===== src/rtl/gray_dir_decoder.sv =====
// Recovers step direction and position from a 2-bit Gray up/down sequence,
// with input synchronization, post-reset arming, idle timeout and error latch.
module gray_dir_decoder #(
  parameter int WIDTH      = 8,
  parameter int IDLE_LIMIT = 15
) (
  input  logic             clk,
  input  logic             reset,
  input  logic             a_in,
  input  logic             b_in,
  input  logic             clr,
  output logic             step_pulse,
  output logic             dir_out,
  output logic             moving,
  output logic [WIDTH-1:0] pos,
  output logic             err
);

  localparam int IW = (IDLE_LIMIT < 2) ? 1 : $clog2(IDLE_LIMIT);

  typedef enum logic [1:0] {IDLE, UP, DOWN, ERR} state_t;
  typedef enum logic [1:0] {NONE, STEP_UP, STEP_DN, JUMP} step_t;

  function automatic step_t classify(input logic [1:0] prv, input logic [1:0] cur);
    step_t s;
    s = NONE;
    case ({prv, cur})
      4'b00_01, 4'b01_11, 4'b11_10, 4'b10_00: s = STEP_UP;
      4'b01_00, 4'b11_01, 4'b10_11, 4'b00_10: s = STEP_DN;
      4'b00_11, 4'b11_00, 4'b01_10, 4'b10_01: s = JUMP;
      default:                                s = NONE;
    endcase
    return s;
  endfunction

  logic [1:0]       ab_p0;
  logic [1:0]       ab_p1;
  logic [1:0]       prev_p2;
  logic [1:0]       arm;
  state_t           state;
  state_t           state_nx;
  logic [IW-1:0]    idle_cnt;
  logic [IW-1:0]    idle_nx;
  logic [WIDTH-1:0] pos_nx;
  logic             dir_nx;
  logic             pulse_nx;
  step_t            step;

  // Stage p1 -> p2: decode only once the synchronizer and prev hold post-reset samples
  assign step = (arm == 2'd3) ? classify(prev_p2, ab_p1) : NONE;

  always_ff @(posedge clk or posedge reset) begin
    if (reset) begin
      ab_p0      <= '0;
      ab_p1      <= '0;
      prev_p2    <= '0;
      arm        <= '0;
      state      <= IDLE;
      idle_cnt   <= '0;
      pos        <= '0;
      dir_out    <= 1'b0;
      step_pulse <= 1'b0;
    end else begin
      ab_p0      <= {a_in, b_in};
      ab_p1      <= ab_p0;
      prev_p2    <= ab_p1;
      if (arm != 2'd3) arm <= arm + 2'd1;
      state      <= state_nx;
      idle_cnt   <= idle_nx;
      pos        <= pos_nx;
      dir_out    <= dir_nx;
      step_pulse <= pulse_nx;
    end
  end

  always_comb begin
    state_nx = state;
    idle_nx  = idle_cnt;
    pos_nx   = pos;
    dir_nx   = dir_out;
    pulse_nx = 1'b0;
    if (state == ERR) begin
      // clr takes priority; any step decoded in the same cycle is dropped
      if (clr) begin
        state_nx = IDLE;
        idle_nx  = '0;
      end
    end else begin
      case (step)
        STEP_UP: begin
          state_nx = UP;
          idle_nx  = '0;
          pos_nx   = pos + WIDTH'(1);
          dir_nx   = 1'b1;
          pulse_nx = 1'b1;
        end
        STEP_DN: begin
          state_nx = DOWN;
          idle_nx  = '0;
          pos_nx   = pos - WIDTH'(1);
          dir_nx   = 1'b0;
          pulse_nx = 1'b1;
        end
        JUMP: begin
          state_nx = ERR;
          idle_nx  = '0;
        end
        default: begin
          if (state != IDLE) begin
            if (idle_cnt == IW'(IDLE_LIMIT - 1)) begin
              state_nx = IDLE;
              idle_nx  = '0;
            end else begin
              idle_nx = idle_cnt + IW'(1);
            end
          end
        end
      endcase
    end
  end

  assign moving = (state == UP) || (state == DOWN);
  assign err    = (state == ERR);

endmodule


===== config.mk =====
export PLATFORM = sky130hd
export DESIGN_NAME = gray_dir_decoder
export DESIGN_NICKNAME = d
export VERILOG_FILES = /design/src/rtl/gray_dir_decoder.sv
export SDC_FILE = /design/constraint.sdc
export NUM_CORES = 1
export LEC_CHECK = 0
export ABC_CLOCK_PERIOD_IN_PS = 3100
export BUFFER_PORTS_ARGS = -buffer_cell sky130_fd_sc_hd__buf_2
export CAP_MARGIN = 20
export CORE_MARGIN = 3
export CORE_UTILIZATION = 40
export CTS_BUF_LIST = sky130_fd_sc_hd__clkbuf_8 sky130_fd_sc_hd__clkbuf_16
export DETAILED_ROUTE_END_ITERATION = 7
export GPL_TIMING_DRIVEN = 0
export PLACE_DENSITY_LB_ADDON = 0.12
export SLEW_MARGIN = 20
export SYNTH_ARGS = -nofsm -noshare
export SYNTH_HDL_FRONTEND = slang
export SYNTH_SLANG_ARGS = --single-unit
export TNS_END_PERCENT = 5

===== constraint.sdc =====
create_clock -name clk -period 3.1 [get_ports clk]
set_input_delay 0.62 -clock clk [delete_from_list [all_inputs] [get_ports clk]]
set_output_delay 0.62 -clock clk [all_outputs]
set_load 0.01 [all_outputs]

==> out/metrics.cfg <==
[worst_setup_path]
critPathMaxStageDelay_ns = 0.42
start_kind = register
critical-path-slowest-cell = dfrtp_2
crit_type = register to register
worstPathMaxFanout = 11
path_cells = mux2_2, o211ai_1, inv_1, ha_4, ha_1, a211oi_2, nor2_1, a31oi_1, mux2_2, o32ai_2
cp.required_ns = 3.27
arrival_ns = 3.04
crit_top_cell = mux2_2
end_kind = register

[route]
drc_errors = 0
drt_wl_total_um = 2570
post_drt_wl_per_cell_um = 12.7
drt_first_pass_iters = 4
antenna_left = 0
num_vias = 1060
via_per_inst = 5.22
drt_iter0_markers = 79

[power]
irDropWorstVdd_v = 0.000419
power.density_nw_per_um2 = 870
power.total_mw = 1.43
sw_frac_of_total = 0.385
comb_power_share = 0.478
p_int_mw = 0.880
p_sw_mw = 0.551
seq_power_share = 0.332
p_clk_frac = 0.190
p_leak_nw = 0.769

[placed_design]
place_congestion = 0.817
post_dp_cell_area_um2 = 1550
dp_cells = 197
port_buffers = 16
hpwl_um = 1900

[synth]
synth_largest_type_area_fraction = 0.426
syn_area_um2 = 1410
syn_inst = 137
synth-main-ff-cell = dfrtp_1
synth_nets = 159
synth-seq-area-share = 0.426
async_flop_share = 1.00
synth_edf_count = 0
yosys.area.top_type = dfrtp_1
ys_top_cells_by_count = dfrtp_1 (24), ha_1 (16), inv_1 (12)
synth_seq_cells = 24
avgSynthCellArea_um2 = 10.3
post-synth-top-count-cell = dfrtp_1
yosysUniqueCellTypes = 34
synth_area_leaders = dfrtp_1 (43%), ha_1 (14%), o21ai_0 (3.2%)
synth_warnings = 0

[floorplan]
die-area_um2 = 4270
start_util = 0.440
core_um2 = 3200
rows = 20
ios = 17
die_h_um = 65.4
die_x_um = 65.4

[global_routing]
track_usage = 0.141
grt_max_degree = 25
grt_pass1_vias = 1054
antenna_found_initial = 0
grt_overflow = 0
grt_pass1_wl_um = 4760

[clock_network]
numCtsBuffers = 3
cts.sinks = 24
cts.clk_slew.worst_paths_ns = 0.09
htreeDepth = 1
cts_tree = yes
cts-root-buf = clkbuf_8
clk-insertion-delay-late_ns = 0.27
cts_buffer_depth = 2

[min_path]
hold_class = register to register

[timing]
setup_viol = 0
slew_headroom = 0.386
min_period_over_period = 0.924
rsz0062_at_grt = false
worst_slew_pin_slew_ns = 0.921
finalSetupTns_ns = 0
finalHoldViolations = 0
finalCriticalPeriod_ns = 2.86
fmax_ghz = 0.349
report.final.slew_viol_count = 0
skew_ns = 0.00715

[layout]
area_growth_pct = 16.7
drive_gt1_frac = 0.208
final_net_count = 182
fin_util = 0.514
n_antenna_cell = 0
fin_cells = 203
fillers = 321
final_area_um2 = 1650

[flow_run]
drv_cap = 0

[run_status]
status = finished clean

## worst paths after layout
kind	slack, ns	cells after the start	from	end
worst max-delay path	0.24	10	ab_p1[0]$_DFF_PP0_	pos[7]$_DFFE_PP0P_
worst min-delay path	0.35	0	ab_p0[1]$_DFF_PP0_	ab_p1[1]$_DFF_PP0_
worst max register to register	0.24	10	ab_p1[0]$_DFF_PP0_	pos[7]$_DFFE_PP0P_
worst min register to register	0.35	0	ab_p0[1]$_DFF_PP0_	ab_p1[1]$_DFF_PP0_
max in group asynchronous	1.94	2	reset	ab_p1[0]$_DFF_PP0_
min in group asynchronous	0.54	2	reset	pos[6]$_DFFE_PP0P_
## flip-flops by register name, summed over array words and instances, names as in the netlist
name        cells
pos             8
idle_cnt        4
prev_p2         2
dir_out         1
ab_p1           2
step_pulse      1
arm             2
state           2
ab_p0           2
## cell type report
type | count | area, um^2 | area share
Multi-Input combinational cell | 99 | 762 | 0.463
Sequential cell | 24 | 602 | 0.366
Timing Repair Buffer | 18 | 95.1 | 0.0578
Tap cell | 44 | 55.1 | 0.0335
Inverter | 12 | 45.0 | 0.0274
Clock buffer | 3 | 41.3 | 0.0251
Clock inverter | 1 | 30.0 | 0.0183
Buffer | 2 | 15.0 | 0.00913
## through the flow
step	setup slack (ns)	hold slack (ns)
after floorplan	0.358	0.331
after global placement	0.0592	0.333
after detailed placement	-0.0470	0.336
after CTS	0.0708	0.356
after global routing	0.0327	0.366
final	0.237	0.351
## power groups by stage
stage	clock (mW)	combinational, mW	sequential, mW
after floorplan	0	0.479	0.501
after global placement	0	0.667	0.476
after detailed placement	0	0.675	0.480
after CTS	0.283	0.681	0.475
after global routing	0.296	0.789	0.490
final	0.272	0.683	0.475
## timing repair
action / 4_1_cts / 5_1_grt
hold buffers: 0 / 0
pin swaps: 0 / 1
setup endpoints to repair: 2 / 2
cloned: 0 / 0
buffers inserted: 0 / 2
gates resized for setup: 1 / 4
## kinds of logic after synthesis
family,share of synthesized area
AO/OA/AOI/OAI,0.193
adder cells (fa/ha/maj),0.156
flip-flops,0.426
buffers and inverters,0.0426
XOR/XNOR,0.0435
AND/OR/NAND/NOR,0.108
multiplexers,0.0311
## worst max-delay path: cells and delay by family, from the launching register on
kind / cells / cell delay [ns]
mux: 2 / 0.71
fa+ha+maj: 2 / 0.55
compound gates: 4 / 0.82
simple gates: 1 / 0.12
flops: 1 / 0.42
buf+inv: 1 / 0.15
## layer usage
layer,part of all wire,GRT usage,vias up
li1,-,-,532
met1,0.49,0.193,502
met5,0,0,-
met3,0.038,0.0222,6
met4,0.013,0.0389,0
met2,0.45,0.230,20
## cells in the final DEF (no fill, tap or decap), types with 2 or more instances in the layout
master    instances
clkbuf_8          3
buf_2            16
a21oi_1           7
dfrtp_1          23
o21ai_1           2
o211ai_1          3
nor3_1            3
nand2b_1          3
buf_4             2
o21ai_0           8
a211oi_1          2
a31oi_1           2
mux2_2            3
and3_1            2
a21o_1            2
xor2_1            2
nand2_1          10
o21a_1            3
inv_1            11
ha_1             15
xnor2_1           5
nor2_1           10
o21bai_1          2
o31ai_1           3
No activity file was read; power rests on OpenSTA's default activity.
